<file path="src/rtl/cpu_pkg.sv">
// Shared CPU definitions: MIPS opcode/funct/REGIMM encodings and the
// predecode record carried through the issue queue.
package cpu_pkg;

  localparam logic [5:0] OP_SPECIAL = 6'h00;
  localparam logic [5:0] OP_REGIMM  = 6'h01;
  localparam logic [5:0] OP_J       = 6'h02;
  localparam logic [5:0] OP_JAL     = 6'h03;
  localparam logic [5:0] OP_BEQ     = 6'h04;
  localparam logic [5:0] OP_BNE     = 6'h05;
  localparam logic [5:0] OP_BLEZ    = 6'h06;
  localparam logic [5:0] OP_BGTZ    = 6'h07;
  localparam logic [5:0] OP_ADDI    = 6'h08;
  localparam logic [5:0] OP_ADDIU   = 6'h09;
  localparam logic [5:0] OP_SLTI    = 6'h0a;
  localparam logic [5:0] OP_SLTIU   = 6'h0b;
  localparam logic [5:0] OP_ANDI    = 6'h0c;
  localparam logic [5:0] OP_ORI     = 6'h0d;
  localparam logic [5:0] OP_XORI    = 6'h0e;
  localparam logic [5:0] OP_LUI     = 6'h0f;
  localparam logic [5:0] OP_COP0    = 6'h10;
  localparam logic [5:0] OP_LB      = 6'h20;
  localparam logic [5:0] OP_LH      = 6'h21;
  localparam logic [5:0] OP_LWL     = 6'h22;
  localparam logic [5:0] OP_LW      = 6'h23;
  localparam logic [5:0] OP_LBU     = 6'h24;
  localparam logic [5:0] OP_LHU     = 6'h25;
  localparam logic [5:0] OP_LWR     = 6'h26;
  localparam logic [5:0] OP_SB      = 6'h28;
  localparam logic [5:0] OP_SH      = 6'h29;
  localparam logic [5:0] OP_SWL     = 6'h2a;
  localparam logic [5:0] OP_SW      = 6'h2b;
  localparam logic [5:0] OP_SWR     = 6'h2e;

  localparam logic [5:0] F_SLL     = 6'h00;
  localparam logic [5:0] F_SRL     = 6'h02;
  localparam logic [5:0] F_SRA     = 6'h03;
  localparam logic [5:0] F_SLLV    = 6'h04;
  localparam logic [5:0] F_SRLV    = 6'h06;
  localparam logic [5:0] F_SRAV    = 6'h07;
  localparam logic [5:0] F_JR      = 6'h08;
  localparam logic [5:0] F_JALR    = 6'h09;
  localparam logic [5:0] F_SYSCALL = 6'h0c;
  localparam logic [5:0] F_BREAK   = 6'h0d;
  localparam logic [5:0] F_MFHI    = 6'h10;
  localparam logic [5:0] F_MTHI    = 6'h11;
  localparam logic [5:0] F_MFLO    = 6'h12;
  localparam logic [5:0] F_MTLO    = 6'h13;
  localparam logic [5:0] F_MULT    = 6'h18;
  localparam logic [5:0] F_MULTU   = 6'h19;
  localparam logic [5:0] F_DIV     = 6'h1a;
  localparam logic [5:0] F_DIVU    = 6'h1b;
  localparam logic [5:0] F_ADD     = 6'h20;
  localparam logic [5:0] F_ADDU    = 6'h21;
  localparam logic [5:0] F_SUB     = 6'h22;
  localparam logic [5:0] F_SUBU    = 6'h23;
  localparam logic [5:0] F_AND     = 6'h24;
  localparam logic [5:0] F_OR      = 6'h25;
  localparam logic [5:0] F_XOR     = 6'h26;
  localparam logic [5:0] F_NOR     = 6'h27;
  localparam logic [5:0] F_SLT     = 6'h2a;
  localparam logic [5:0] F_SLTU    = 6'h2b;

  localparam logic [4:0] BT_BLTZ   = 5'h00;
  localparam logic [4:0] BT_BGEZ   = 5'h01;
  localparam logic [4:0] BT_BLTZAL = 5'h10;
  localparam logic [4:0] BT_BGEZAL = 5'h11;

  localparam logic [4:0] REG_RA = 5'd31;

  typedef struct packed {
    logic       reg_wen;
    logic [4:0] waddr;
    logic [4:0] rs;
    logic [4:0] rt;
    logic       reads_rs;
    logic       reads_rt;
    logic       is_mem;
    logic       is_hilo;
    logic       is_branch;
    logic       is_priv;
    logic       undef;
  } pd_t;

  function automatic logic reads_reg(input pd_t pd, input logic [4:0] r);
    return (pd.reads_rs && (pd.rs == r)) || (pd.reads_rt && (pd.rt == r));
  endfunction

endpackage

</file>
<file path="src/rtl/inst_predecode.sv">
// Combinational predecode of one MIPS instruction word into a pd_t record.
module inst_predecode
  import cpu_pkg::*;
(
  input  logic [31:0] instr,
  output pd_t         pd
);

  logic [5:0] op;
  logic [5:0] funct;
  logic [4:0] rs;
  logic [4:0] rt;
  logic [4:0] rd;

  assign op    = instr[31:26];
  assign rs    = instr[25:21];
  assign rt    = instr[20:16];
  assign rd    = instr[15:11];
  assign funct = instr[5:0];

  always_comb begin
    pd    = '0;
    pd.rs = rs;
    pd.rt = rt;
    // The all-zero word stays a pure NOP: no write, no reads.
    if (instr != 32'h0) begin
      case (op)
        OP_SPECIAL: begin
          pd.is_hilo = (funct[5:2] == 4'b0100) || (funct[5:2] == 4'b0110);
          case (funct)
            F_SLL, F_SRL, F_SRA: begin
              pd.reg_wen = 1'b1; pd.waddr = rd; pd.reads_rt = 1'b1;
            end
            F_SLLV, F_SRLV, F_SRAV, F_ADD, F_ADDU, F_SUB, F_SUBU,
            F_AND, F_OR, F_XOR, F_NOR, F_SLT, F_SLTU: begin
              pd.reg_wen = 1'b1; pd.waddr = rd;
              pd.reads_rs = 1'b1; pd.reads_rt = 1'b1;
            end
            F_JR:   begin pd.is_branch = 1'b1; pd.reads_rs = 1'b1; end
            F_JALR: begin
              pd.is_branch = 1'b1; pd.reads_rs = 1'b1;
              pd.reg_wen = 1'b1; pd.waddr = rd;
            end
            F_SYSCALL, F_BREAK: pd.is_priv = 1'b1;
            F_MFHI, F_MFLO:     begin pd.reg_wen = 1'b1; pd.waddr = rd; end
            F_MTHI, F_MTLO:     pd.reads_rs = 1'b1;
            F_MULT, F_MULTU, F_DIV, F_DIVU: begin
              pd.reads_rs = 1'b1; pd.reads_rt = 1'b1;
            end
            default: pd.undef = 1'b1;
          endcase
        end
        OP_REGIMM: begin
          case (rt)
            BT_BLTZ, BT_BGEZ: begin pd.is_branch = 1'b1; pd.reads_rs = 1'b1; end
            BT_BLTZAL, BT_BGEZAL: begin
              pd.is_branch = 1'b1; pd.reads_rs = 1'b1;
              pd.reg_wen = 1'b1; pd.waddr = REG_RA;
            end
            default: pd.undef = 1'b1;
          endcase
        end
        OP_J:   pd.is_branch = 1'b1;
        OP_JAL: begin pd.is_branch = 1'b1; pd.reg_wen = 1'b1; pd.waddr = REG_RA; end
        OP_BEQ, OP_BNE: begin
          pd.is_branch = 1'b1; pd.reads_rs = 1'b1; pd.reads_rt = 1'b1;
        end
        OP_BLEZ, OP_BGTZ: begin pd.is_branch = 1'b1; pd.reads_rs = 1'b1; end
        OP_ADDI, OP_ADDIU, OP_SLTI, OP_SLTIU, OP_ANDI, OP_ORI, OP_XORI: begin
          pd.reg_wen = 1'b1; pd.waddr = rt; pd.reads_rs = 1'b1;
        end
        OP_LUI:  begin pd.reg_wen = 1'b1; pd.waddr = rt; end
        OP_COP0: pd.is_priv = 1'b1;
        OP_LB, OP_LH, OP_LW, OP_LBU, OP_LHU: begin
          pd.reg_wen = 1'b1; pd.waddr = rt; pd.reads_rs = 1'b1; pd.is_mem = 1'b1;
        end
        // Unaligned loads merge into the old rt value, so they also read it.
        OP_LWL, OP_LWR: begin
          pd.reg_wen = 1'b1; pd.waddr = rt; pd.is_mem = 1'b1;
          pd.reads_rs = 1'b1; pd.reads_rt = 1'b1;
        end
        OP_SB, OP_SH, OP_SWL, OP_SW, OP_SWR: begin
          pd.reads_rs = 1'b1; pd.reads_rt = 1'b1; pd.is_mem = 1'b1;
        end
        default: pd.undef = 1'b1;
      endcase
    end
  end

endmodule

</file>
<file path="src/rtl/inst_issue_queue.sv">
// Predecoding in-order instruction queue between fetch and dual issue;
// presents hazard-free thermometer-coded issue slots.
module inst_issue_queue
  import cpu_pkg::*;
#(
  parameter int FETCH_W = 2,
  parameter int ISSUE_W = 2,
  parameter int DEPTH   = 16
) (
  input  logic                           clk,
  input  logic                           rst,
  input  logic                           flush,
  input  logic [$clog2(FETCH_W+1)-1:0]   in_count,
  input  logic [FETCH_W-1:0][31:0]       in_instr,
  input  logic [FETCH_W-1:0][31:0]       in_pc,
  output logic                           in_ready,
  output logic [ISSUE_W-1:0]             out_valid,
  output logic [ISSUE_W-1:0][31:0]       out_instr,
  output logic [ISSUE_W-1:0][31:0]       out_pc,
  output pd_t  [ISSUE_W-1:0]             out_pd,
  input  logic [$clog2(ISSUE_W+1)-1:0]   pop_count
);

  localparam int AW  = $clog2(DEPTH);
  localparam int PW  = AW + 1;
  localparam int PCW = $clog2(ISSUE_W+1);

  logic [31:0] instr_mem [DEPTH];
  logic [31:0] pc_mem    [DEPTH];
  pd_t         pd_mem    [DEPTH];

  logic [PW-1:0]       rptr;
  logic [PW-1:0]       wptr;
  logic [PW-1:0]       count;
  logic [PW-1:0]       push_n;
  logic                push_ok;
  pd_t [FETCH_W-1:0]   in_pd;
  pd_t [ISSUE_W-1:0]   spd;
  logic [ISSUE_W-1:0]  v;
  logic [PCW-1:0]      nvalid;
  logic [PCW-1:0]      pop_n;
  int                  cnt;

  for (genvar i = 0; i < FETCH_W; i++) begin : g_pd
    inst_predecode u_predecode (.instr(in_instr[i]), .pd(in_pd[i]));
  end

  // Pointers carry one wrap bit, so their difference is the occupancy 0..DEPTH.
  assign count    = wptr - rptr;
  assign cnt      = 32'(count);
  assign in_ready = (PW'(DEPTH) - count) >= PW'(FETCH_W);
  assign push_ok  = in_ready && (in_count != '0) && !flush;
  assign push_n   = push_ok ? PW'(in_count) : '0;

  always_ff @(posedge clk) begin
    if (push_ok) begin
      for (int i = 0; i < FETCH_W; i++) begin
        if (i < int'(in_count)) begin
          instr_mem[wptr[AW-1:0] + AW'(i)] <= in_instr[i];
          pc_mem[wptr[AW-1:0] + AW'(i)]    <= in_pc[i];
          pd_mem[wptr[AW-1:0] + AW'(i)]    <= in_pd[i];
        end
      end
    end
  end

  always_comb begin
    for (int k = 0; k < ISSUE_W; k++) begin
      out_instr[k] = instr_mem[rptr[AW-1:0] + AW'(k)];
      out_pc[k]    = pc_mem[rptr[AW-1:0] + AW'(k)];
      spd[k]       = pd_mem[rptr[AW-1:0] + AW'(k)];
    end
  end
  assign out_pd = spd;

  // Slot 0 waits for its delay slot; later slots must be pairable with every earlier one.
  always_comb begin
    v    = '0;
    v[0] = (cnt >= 1) && !(spd[0].is_branch && (cnt == 1));
    for (int k = 1; k < ISSUE_W; k++) begin
      v[k] = v[k-1] && (cnt > k)
          && !spd[k-1].is_priv && !spd[k-1].undef
          && !spd[k].is_priv && !spd[k].undef
          && !(spd[k].is_branch && ((k + 1) >= cnt))
          && !((k > 1) && spd[k-1].is_branch);
      for (int j = 0; j < k; j++) begin
        if ((spd[j].is_mem && spd[k].is_mem) ||
            (spd[j].is_hilo && spd[k].is_hilo) ||
            (spd[j].reg_wen && (spd[j].waddr != 5'd0) && reads_reg(spd[k], spd[j].waddr)))
          v[k] = 1'b0;
      end
    end
  end
  assign out_valid = v;

  always_comb begin
    nvalid = '0;
    for (int k = 0; k < ISSUE_W; k++) nvalid = nvalid + PCW'(v[k]);
    pop_n = (pop_count > nvalid) ? nvalid : pop_count;
  end

  always_ff @(posedge clk or posedge rst) begin
    if (rst) begin
      rptr <= '0;
      wptr <= '0;
    end else if (flush) begin
      rptr <= '0;
      wptr <= '0;
    end else begin
      wptr <= wptr + push_n;
      rptr <= rptr + PW'(pop_n);
    end
  end

endmodule

</file>
<file path="config.mk">
export PLATFORM = sky130hd
export DESIGN_NAME = inst_issue_queue
export DESIGN_NICKNAME = d
export VERILOG_FILES = /design/src/rtl/cpu_pkg.sv /design/src/rtl/inst_predecode.sv /design/src/rtl/inst_issue_queue.sv
export SDC_FILE = /design/constraint.sdc
export NUM_CORES = 2
export LEC_CHECK = 0
export BUFFER_PORTS_ARGS = -buffer_cell sky130_fd_sc_hd__buf_4
export CORE_ASPECT_RATIO = 0.7
export CORE_MARGIN = 3
export CORE_UTILIZATION = 63
export CTS_CLUSTER_SIZE = 28
export DETAILED_ROUTE_END_ITERATION = 16
export GPL_TIMING_DRIVEN = 0
export PLACE_DENSITY_LB_ADDON = 0.1
export SLEW_MARGIN = 20
export SYNTH_ARGS = -nofsm -noshare
export SYNTH_HDL_FRONTEND = slang
export SYNTH_SLANG_ARGS = --single-unit
</file>
<file path="constraint.sdc">
create_clock -name clk -period 13.8 [get_ports clk]
set_clock_uncertainty 0.15 [all_clocks]
set_input_delay 2.76 -clock clk [delete_from_list [all_inputs] [get_ports clk]]
set_output_delay 2.76 -clock clk [all_outputs]
set_load 0.005 [all_outputs]
</file>
==> qor.csv <==
metric,value,unit
status,completed,
Synth top cells by count,"edfxtp_1, mux2_2, mux4_2",
fin nets,4855,
critical path launch point type,flip-flop,
Core ar.,115200,µm²
CTS root buf,clkbuf_16,
switch share,36.36,%
maximum buffer depth of the clock tree,3,
CTS tree,done,
final worst-path setup slack,4.492,ns
PwrDens,184.9,nW/µm²
DIE AREA,120500,µm²
final RePlAce weighted congestion,0.9816,
max_slew headroom,15.34,%
Psw,5.647,mW
global-route wire length before repair,379800,µm
VDD IR-drop max,143.7,µV
hpwl dp,188700,µm
Crit-path slowest cell,buf_2,
Comb power frac,48.6,%
Hold Fails Final Rpt,0,
H-tree Lvls,4,
CP Capture Type,output pin,
Slew Limit Fails,0,
cell area after synthesis,73290,µm²
CP cell instances,"buf_2, buf_2, inv_1, buf_2, buf_2, buf_2, ha_1, nor2b_1, o21ai_0, and3_1, o21ai_0, a211o_1, clkbuf_1, or2_2, buf_4",
most frequent cell after synthesis,edfxtp_1,
#FFs+latches synth,1242,
Residual DRC,0,
clk slew on worst S/H paths,0.06,ns
All-Layer GR Usage,45.90,%
DRT antenna net count,0,
Initial Util,63.64,%
Setup WS pre-CTS,5.619,ns
drt total wl,275800,µm
WS Path Type,flip-flop to output pin,
Post-CTS Setup Bufs,0,
Skew-Pair Late Insertion Delay,0.80,ns
total negative slack,0,ns
total power,15.53,mW
Post-synth EDFFs,1232,
DR WL/cell,43.33,µm
vias post-DR,50806,
# resized after CTS,0,
Num Clock Sinks,1242,
yosys warns,0,
Post-CTS Hold Fix Bufs,0,
Reg power frac,28.4,%
Max-Cap Viols,0,
peak per-stage delay on the critical path,0.68,ns
pin count of the biggest net entering global routing,30,
drt pass-1 iters,10,
Synth top area share,50.48,%
syn_area_per_cell,17.74,µm²
Worst Hold Class,flip-flop to flip-flop,
Peak Freq,107.4,MHz
Lkg Pwr,29.06,nW
Util after Layout,72.96,%
vias in the first global route,49073,
Syn Inst Count,4132,
endpoints failing setup,0,
port buffer count,295,
CP max FO,10,
Pint,9.886,mW
"Distinct cells, synth",65,
"Arr. time, crit path",6.40,ns
P&R area growth vs syn,14.64,%
fraction of registers with async set/reset,0.8052,%
clock share of power,23.0,%
part of the cycle the worst path needs,67.45,%
# rows,104,
antenna violations before repair,22,
I/O pin cnt,312,
total congestion overflow,0,
Worst-Margin Slew,1.270,ns
RSZ-0062 raised after global routing,false,
DIE HEIGHT,291.4,µm
via density per instance,7.983,
layout cell share with drive strength beyond 1,55.16,%
"Top cell by count, worst path",buf_2,
register area share after synthesis,50.82,%
"area leader, netlist",edfxtp_1,
fillcell total,7164,
Final Critical Period,9.308,ns
Critical Path RT,10.89,ns
synth top area cells,"edfxtp_1, mux4_2, mux2_2",
Horiz. Die Dim,413.7,µm
"Net Count, Synth",4286,
Iteration-0 DRC Markers,10320,
top_reg_cell synth,edfxtp_1,
TritonCTS Buffers,131,
==> area by class of cell <==
cell class	instances	area [µm²]	area share (%)
tap	1537	1923	2.289
clock buffer	159	3447	4.103
sequential	1242	37250	44.33
inverter	26	97.59	0.1162
timing repair buffer	436	4400	5.237
antenna	23	57.56	0.06850
clock inverter	77	690.7	0.8220
multi-input combinational	2342	33510	39.88
buffer	522	2651	3.156
==> logic make-up (layout without fill, tap and decap cells) <==
family	count (synthesis)	in the layout	synth area share, %
adder cells (fa/ha/maj)	19	19	0.3551
flip-flops	1242	1242	50.82
multiplexers	2027	2027	42.45
XOR/XNOR	20	20	0.2390
AND/OR/NAND/NOR	165	165	1.135
other	0	23	0
AO/OA/AOI/OAI	111	111	1.325
buffers and inverters	548	1220	3.677
==> power by group through the flow <==
stage	clock [mW]	sequential, mW	combinational (mW)
6_report	3.57	4.42	7.55
5_1_grt	3.68	4.42	7.72
4_1_cts	3.53	4.41	7.36
3_5_place_dp	0	4.49	7.31
3_3_place_gp	0	4.57	7.16
2_1_floorplan	0	4.49	4.48
==> flip-flops by register name, summed over array words and instances (netlist names) <==
signal / count
rptr: 5
pc_mem: 512
wptr: 5
instr_mem: 512
pd_mem: 208
==> through the flow <==
step           cell area (µm²)  std cells  hold WS (ns)
6_report                 84020       6364        0.4687
5_1_grt                  83990       6354        0.4704
4_1_cts                  83920       6338        0.4412
3_5_place_dp             79780       6102        0.4285
3_3_place_gp             77420       5964        0.3998
2_1_floorplan            73290       4132        0.3786
==> worst paths after layout <==
kind	from	end	slack, ns	depth (start not counted)
worst max-delay path	rptr[2]$_DFF_PP0_	in_ready	4.49	15
worst min-delay path	rptr[4]$_DFF_PP0_	rptr[4]$_DFF_PP0_	0.47	2
worst max register to register	rptr[2]$_DFF_PP0_	instr_mem[0][9]$_DFFE_PP_	5.74	23
worst min register to register	rptr[4]$_DFF_PP0_	rptr[4]$_DFF_PP0_	0.47	2
max in group asynchronous	rst	rptr[3]$_DFF_PP0_	11.27	2
min in group asynchronous	rst	rptr[4]$_DFF_PP0_	1.89	2
==> metal layers <==
metal | vias to the layer above | share of wire (%) | track usage [%]
li1 | 18461 | - | -
met1 | 25667 | 34 | 63.08
met2 | 5639 | 41 | 61.37
met3 | 1039 | 19 | 21.91
met4 | 0 | 6.2 | 22.61
met5 | - | 0 | 0.3609
==> placed cells by master (no fill, tap or decap), drive strengths merged, types with 23 or more instances in the layout <==
| master | count |
|---|---|
| clkbuf | 415 |
| mux2i | 278 |
| mux4 | 755 |
| clkinv | 58 |
| diode | 23 |
| inv | 31 |
| mux2 | 994 |
| buf | 702 |
| edfxtp | 1232 |
| nor2 | 51 |
==> critical path: cells and delay by family, from the launching register on <==
kind / cells / cell delay (ns)
buf+inv: 8 / 3.31
simple gates: 3 / 0.81
compound gates: 3 / 0.67
flops: 1 / 0.43
fa+ha+maj: 1 / 0.38
Power figures use the tool's default switching activity.
